$ cat src/rtl/des_key_sched_seq.sv
// des_key_sched_seq: streams the DES round keys, one per accepted beat, from a post-PC-1 key.
// Encrypt order rotates left; decrypt order starts at CD0 and rotates right.
module des_key_sched_seq #(
    parameter int                HALF_W      = 28,
    parameter int                ROUNDS      = 16,
    parameter logic [ROUNDS-1:0] SHIFT_SCHED = 16'h7EFC
) (
    input  logic                          clk,
    input  logic                          rst,
    input  logic                          start,
    input  logic                          decrypt,
    input  logic [2*HALF_W-1:0]           key_in,
    input  logic                          abort,
    output logic                          busy,
    output logic                          subkey_valid,
    input  logic                          subkey_ready,
    output logic [2*HALF_W-1:0]           subkey_out,
    output logic [$clog2(ROUNDS+1)-1:0]   round_idx,
    output logic                          last,
    output logic                          done
);
    localparam int                KW    = 2*HALF_W;
    localparam int                RW    = $clog2(ROUNDS+1);
    localparam logic [RW-1:0]     R_MAX = RW'(ROUNDS);
    localparam logic [ROUNDS-1:0] ONE   = 1;

    typedef enum logic {IDLE, EMIT} state_t;

    state_t          state_q, state_d;
    logic [KW-1:0]   key_q, key_d;
    logic [RW-1:0]   round_q, round_d;
    logic            mode_q, mode_d;
    logic            done_q, done_d;
    logic [RW-1:0]   amt_idx;
    logic            step_two;

    function automatic logic [HALF_W-1:0] rot_half(input logic [HALF_W-1:0] h, input logic right, input logic two);
        int n;
        n = two ? 2 : 1;
        return right ? ((h >> n) | (h << (HALF_W-n))) : ((h << n) | (h >> (HALF_W-n)));
    endfunction

    function automatic logic [KW-1:0] rot_key(input logic [KW-1:0] k, input logic right, input logic two);
        return {rot_half(k[KW-1:HALF_W], right, two), rot_half(k[HALF_W-1:0], right, two)};
    endfunction

    // Stepping from round r: encrypt uses amt(r+1), decrypt uses amt(ROUNDS-r+1).
    assign amt_idx  = mode_q ? (R_MAX - round_q) : round_q;
    assign step_two = |(SHIFT_SCHED & (ONE << amt_idx));

    always_comb begin
        state_d = state_q;
        key_d   = key_q;
        round_d = round_q;
        mode_d  = mode_q;
        done_d  = 1'b0;
        if (abort) begin
            state_d = IDLE;
        end else if (state_q == IDLE && start) begin
            state_d = EMIT;
            mode_d  = decrypt;
            key_d   = decrypt ? key_in : rot_key(key_in, 1'b0, SHIFT_SCHED[0]);
            round_d = RW'(1);
        end else if (state_q == EMIT && subkey_ready) begin
            if (round_q == R_MAX) begin
                state_d = IDLE;
                done_d  = 1'b1;
            end else begin
                key_d   = rot_key(key_q, mode_q, step_two);
                round_d = round_q + RW'(1);
            end
        end
    end

    always_ff @(posedge clk) begin
        if (rst) begin
            state_q <= IDLE;
            key_q   <= '0;
            round_q <= '0;
            mode_q  <= 1'b0;
            done_q  <= 1'b0;
        end else begin
            state_q <= state_d;
            key_q   <= key_d;
            round_q <= round_d;
            mode_q  <= mode_d;
            done_q  <= done_d;
        end
    end

    assign subkey_valid = (state_q == EMIT);
    assign busy         = (state_q == EMIT);
    assign last         = (state_q == EMIT) && (round_q == R_MAX);
    assign subkey_out   = key_q;
    assign round_idx    = round_q;
    assign done         = done_q;
endmodule

$ cat config.mk
export PLATFORM = sky130hd
export DESIGN_NAME = des_key_sched_seq
export DESIGN_NICKNAME = d
export VERILOG_FILES = /design/src/rtl/des_key_sched_seq.sv
export SDC_FILE = /design/constraint.sdc
export NUM_CORES = 1
export LEC_CHECK = 0
export ABC_AREA = 1
export ABC_CLOCK_PERIOD_IN_PS = 2750
export BUFFER_PORTS_ARGS = -buffer_cell sky130_fd_sc_hd__buf_2
export CORE_MARGIN = 2
export CORE_UTILIZATION = 54
export CTS_CLUSTER_SIZE = 8
export DETAILED_ROUTE_END_ITERATION = 10
export PLACE_DENSITY_LB_ADDON = 0.15
export SKIP_CTS_REPAIR_TIMING = 1
export SLEW_MARGIN = 20
export SYNTH_ARGS = -nofsm -noshare
export SYNTH_HDL_FRONTEND = slang
export SYNTH_SLANG_ARGS = --single-unit
$ cat constraint.sdc
create_clock -name clk -period 2.75 [get_ports clk]
set_input_delay 0.6875 -clock clk [delete_from_list [all_inputs] [get_ports clk]]
set_output_delay 0.6875 -clock clk [all_outputs]
set_load 0.02 [all_outputs]
* Yosys cells after proc, flatten, opt, wreduce, memory -nomap -nowiden
Index checks and enable logic that the tools add are counted.
W data, S select, Z words.
** Storage, ports and cells
- Flip-flop bits (word level) :: 64
- Input bits :: 62
- Output and inout port bits :: 65
- Logic and storage cells :: 54
** Cells by class
- Add/subtract/negate cells :: 3
- Equality and inequality tests :: 2
- Shift operators :: 9
- Muxes and demuxes :: 15
- Bitwise operators :: 9
- Reduce and logical (&&, ||, !) cells :: 11
** Operators by type and width (number)
- $mux W56 :: 4
- $or A28 B28 Y28 :: 4
- $shl A28 B32 Y28 :: 3
- $shr A28 B32 Y28 :: 3
- $mux W28 :: 2
- $or A28 B1 Y28 :: 2
- $shl A28 B2 Y28 :: 1
- $shr A28 B2 Y28 :: 1
- $mux W5 :: 4
- $shl A1 B5 Y15 const A :: 1
- $reduce_or A12 Y1 :: 1
- $sub A5 B2 Y6 const A :: 1
- $add A5 B1 Y5 const B :: 1
- $eq A5 B5 Y1 const B :: 1
- $sub A5 B5 Y5 const A :: 1
- $mux W1 :: 4
- $reduce_and A2 Y1 :: 2
- $reduce_bool A2 Y1 :: 2
- $reduce_or A4 Y1 :: 1
- $logic_and A1 B1 Y1 :: 3
- $not A1 Y1 :: 3
- $reduce_and A3 Y1 :: 1
- $mux W2 :: 1
- $ne A2 B2 Y1 const B :: 1
- $reduce_or A2 Y1 :: 1

* Longest topological paths before layout
- Word-level depth :: 12
- Gate-level depth with buffers :: 15

* Worst setup path before layout
OpenSTA, ideal clock, no wires.
- Path type :: register -> register
- Start point :: register round_q[0], in the netlist round_idx[0]
- End point :: register key_q[53], in the netlist subkey_out[53]
- Data arrival time :: 2158 ps
- Required time :: 2680 ps
- Setup slack :: 522 ps
- Cell stages (with the launch flop) :: 15
- Path through :: dfxtp_1 > inv_1 > ha_1 > nand2_1 > nor2_1 > ha_1 > o21ai_1 > nand2_1 > inv_2 > buf_6 > buf_2 > nand3_1 > nand3_1 > nand3_1 > a21oi_1
** On the way
- Word-level cells in the longest chain between the ends :: 12
** Ends and longest elaborated chain
- from (decl) :: RTL line 31 : logic [RW-1:0] round_q, round_d;
- from (signal assigned) :: RTL line 85 : round_q <= round_d;
- $sub A5 B5 Y5 :: RTL line 48 : assign amt_idx = mode_q ? (R_MAX - round_q) : round_q;
- $mux W5 :: RTL line 48
- $shl A1 B5 Y15 :: RTL line 49 : assign step_two = |(SHIFT_SCHED & (ONE << amt_idx));
- $reduce_or A12 Y1 :: RTL line 49
- $mux W2 :: RTL line 39 : n = two ? 2 : 1;
- $sub A5 B2 Y6 :: RTL line 40 : return right ? ((h >> n) | (h << (HALF_W-n))) : ((h << n) | (h >> (HALF_W-n)));
- $shr A28 B32 Y28 or $shl A28 B32 Y28 (tied branches) :: RTL line 40
- $or A28 B28 Y28 :: RTL line 40
- $mux W28 :: RTL line 40
- $mux W56 :: RTL line 65 : if (round_q == R_MAX) begin
- $mux W56 :: RTL line 64 : end else if (state_q == EMIT && subkey_ready) begin
- $mux W56 :: RTL line 59 : end else if (state_q == IDLE && start) begin
- to (signal assigned) :: RTL line 84 : key_q <= key_d;
- to (decl) :: RTL line 30 : logic [KW-1:0] key_q, key_d;
Parallel ways exist; a longest one is shown, timed or not. The select of a mux whose other input is x is not followed.
A chain may end at the register's enable or synchronous reset.

* Worst setup path after layout
- Start point :: register round_q[0], in the netlist round_idx[0]
- End point :: register key_q[27], in the netlist subkey_out[27]
Same word-level chain as after synthesis.

==> impl_metrics.tcl <==
set metrics [dict create \
    first_global_vias 5023 \
    synth_cells 766 \
    cellLeakagePower_nw 2.95 \
    cts_tree "built" \
    htree_levels 3 \
    grt_max_degree 72 \
    most-common-layout-cells "nand3_1 (228), buf_2 (125), o21ai_0 (114)" \
    yosysSeqAreaShare_pct 26.2 \
    cts_root_buf "clkbuf_8" \
    finalHoldViolCount 0 \
    row_count 34 \
    final_util_pct 64.6 \
    die_x_um 99.2 \
    regArea_um2 1280 \
    synthesis.nets 831 \
    dieArea_um2 9840 \
    peakVddDrop_mv 0.297 \
    pwr-share-clk_pct 29.8 \
    cp_slowest_cell "dfxtp_1" \
    async_reset_ff_share_pct 0 \
    r2r_slack_ns 0.30 \
    critPathKind "reg -> reg" \
    antennaDiodeCount 0 \
    routed-wl-met2_um 6350 \
    critPathBufInv 3 \
    cp-end-kind "register" \
    cts_sinks 64 \
    wl_per_cell_um 14.6 \
    rsz0062_at_grt "no" \
    final_common_cell "nand3_1" \
    antenna_found_initial 0 \
    port_buffers 126 \
    worst_clock_skew_ns 0.0100 \
    firstDrtPassIters 7 \
    routed_wl_um 14100 \
    status "finished clean" \
    crit_top_cell "nand3_1" \
    power.switching_uw 975 \
    coreArea_um2 8760 \
    multi_input_area_um2 2990 \
    via_per_inst 5.96 \
    grt_usage_pct 28.4 \
    area_delta_synth_final_pct 15.6 \
    place_hpwl_um 9530 \
    synth-main-ff-cell "dfxtp_1" \
    placed_cells 946 \
    fill_cells 831 \
    cp_max_fo 28 \
    grt_pass1_wl_um 23700 \
    synth.cell_area_um2 4890 \
    worst_setup_path_start_kind "register" \
    hold_ws_ns 0.504 \
    yosys.area.top_type "dfxtp_1" \
    fin_nets 914 \
    overflow 0 \
    synth_cell_type_count 24 \
    post-route-min-period_ns 2.45 \
    layout-drive-gt1-share_pct 19.1 \
    slew_headroom_pct 59.3 \
    start_util_pct 55.8 \
    critical_path.max_stage_delay_ns 0.41 \
    combPwrFrac_pct 30.1 \
    setup_viol 0 \
    drc 0 \
    wl_met1_um 6280 \
    vias 5730 \
    maxSlewViolCount 0 \
    synth_area_leaders "dfxtp_1 (26%), nand3_1 (23%), o21ai_0 (12%)" \
    insertion_delay_ns 0.35 \
    clockBufferDepth 2 \
    cap_violations 0 \
    critPathTopFamily "simple AND/OR/NAND/NOR gates" \
    avgSynthCellArea_um2 6.39 \
    fmaxAchievable_ghz 0.409 \
    seqPwrFrac_pct 40.1 \
    highest_layer "met4" \
    cts_inserted_buffers 9 \
    globalplace.congestion 0.918 \
    ys_warn_count 0 \
    cts.clk_slew.worst_paths_ns 0.07 \
    swShare_pct 36.4 \
    p_int_mw 1.70 \
    p_per_area_nw_per_um2 473 \
    dieHeight_um 99.2 \
    io_pins 127 \
    synth_edf_count 0 \
    crit_chain "inv_1, ha_1, nand2_1, nor2_1, ha_1, o21ai_1, nand2_1, inv_2, buf_4, nand3_1, nand3_1, nand3_1, a21oi_1" \
    tns_ns 0 \
    synth-seq-cells 64 \
    arrival_ns 2.72 \
    drt_iter0_markers 573 \
    wl_met3_um 1250 \
    yosysTopAreaCellShare_pct 26.2 \
    finalCritPeriodShare_pct 88.9 \
    hp-class "in -> reg" \
    worst_slew_pin_slew_ns 0.611 \
    critical_path_required_ns 3.02 \
    final_cells 962 \
    ant_nets 0 \
    finalPower_mw 2.68 \
]
-- routing by layer --
metal | GRT usage [%] | up-vias
met4 | 9.91 | 0
met3 | 4.64 | 23
li1 | - | 2835
met1 | 40.6 | 2581
met5 | 0 | -
met2 | 43.6 | 291
-- worst paths after layout --
kind	depth (start not counted)	from	to
worst max register to register	13	round_idx[0]$_SDFFE_PP0P_	subkey_out[27]$_SDFFE_PP0P_
worst min-delay path	2	rst	round_idx[1]$_SDFFE_PP0P_
worst max-delay path	13	round_idx[0]$_SDFFE_PP0P_	subkey_out[27]$_SDFFE_PP0P_
worst min register to register	2	busy$_SDFFE_PP0P_	done$_SDFF_PP0_
-- power groups by stage --
stage,logic [mW],registers [mW],clock network (mW)
floorplan,0.494,1.16,0
global placement,0.780,1.09,0
detailed placement,0.796,1.09,0
CTS,0.800,1.07,0.797
global route,0.897,1.08,0.853
finish,0.805,1.07,0.798
-- worst reg2reg max path, cell delays in order, from the launching register on --
cell and delay (ns):
dfxtp_1 0.41, inv_1 0.12, ha_1 0.23, nand2_1 0.11, nor2_1 0.05, ha_1 0.28, o21ai_1 0.14, nand2_1 0.09
inv_2 0.08, buf_4 0.29, nand3_1 0.18, nand3_1 0.13, nand3_1 0.09, a21oi_1 0.17
-- sequential cells by signal, indices dropped and copies added, names as in the netlist --
| name | cells |
|---|---|
| busy | 1 |
| mode_q | 1 |
| round_idx | 5 |
| subkey_out | 56 |
| done | 1 |
-- synthesized netlist by cell type, types with 2 or more instances --
library cell	instances
a21oi_1	63
buf_1	8
buf_2	14
buf_4	6
buf_6	6
clkbuf_1	34
dfxtp_1	64
ha_1	3
inv_1	69
inv_2	5
mux2i_1	52
nand2_1	75
nand2_2	2
nand3_1	228
nor2_1	10
nor3_1	4
o21ai_0	114
o21ai_1	3
-- kinds of logic (layout without fill, tap and decap cells) --
logic type	after synthesis	in the layout	share of synthesized area (%)
and+or+nand+nor	323	323	31.1
AOI/OAI and AO/OA	182	182	18.7
buffers and inverters	142	230	12.6
DFF	64	64	26.2
muxes	52	52	10.6
adders and majority gates	3	3	0.767
-- through the flow --
step / worst slack (ns) / area (um2)
global route: 0.0393 / 5660
CTS: 0.330 / 5660
detailed placement: 0.405 / 5480
finish: 0.304 / 5660
floorplan: 0.522 / 4890
global placement: 0.500 / 5480
-- layout make-up --
| class | count | share of cell area (%) |
|---|---|---|
| multi-input cells | 560 | 52.9 |
| flip-flops and latches | 64 | 22.7 |
| repair buffers | 140 | 13.9 |
| inverters | 74 | 4.91 |
| clock buffers | 12 | 2.39 |
| well taps | 108 | 2.39 |
| clock inverters | 4 | 0.796 |
Note: power is estimated with default switching activity, not from simulation.
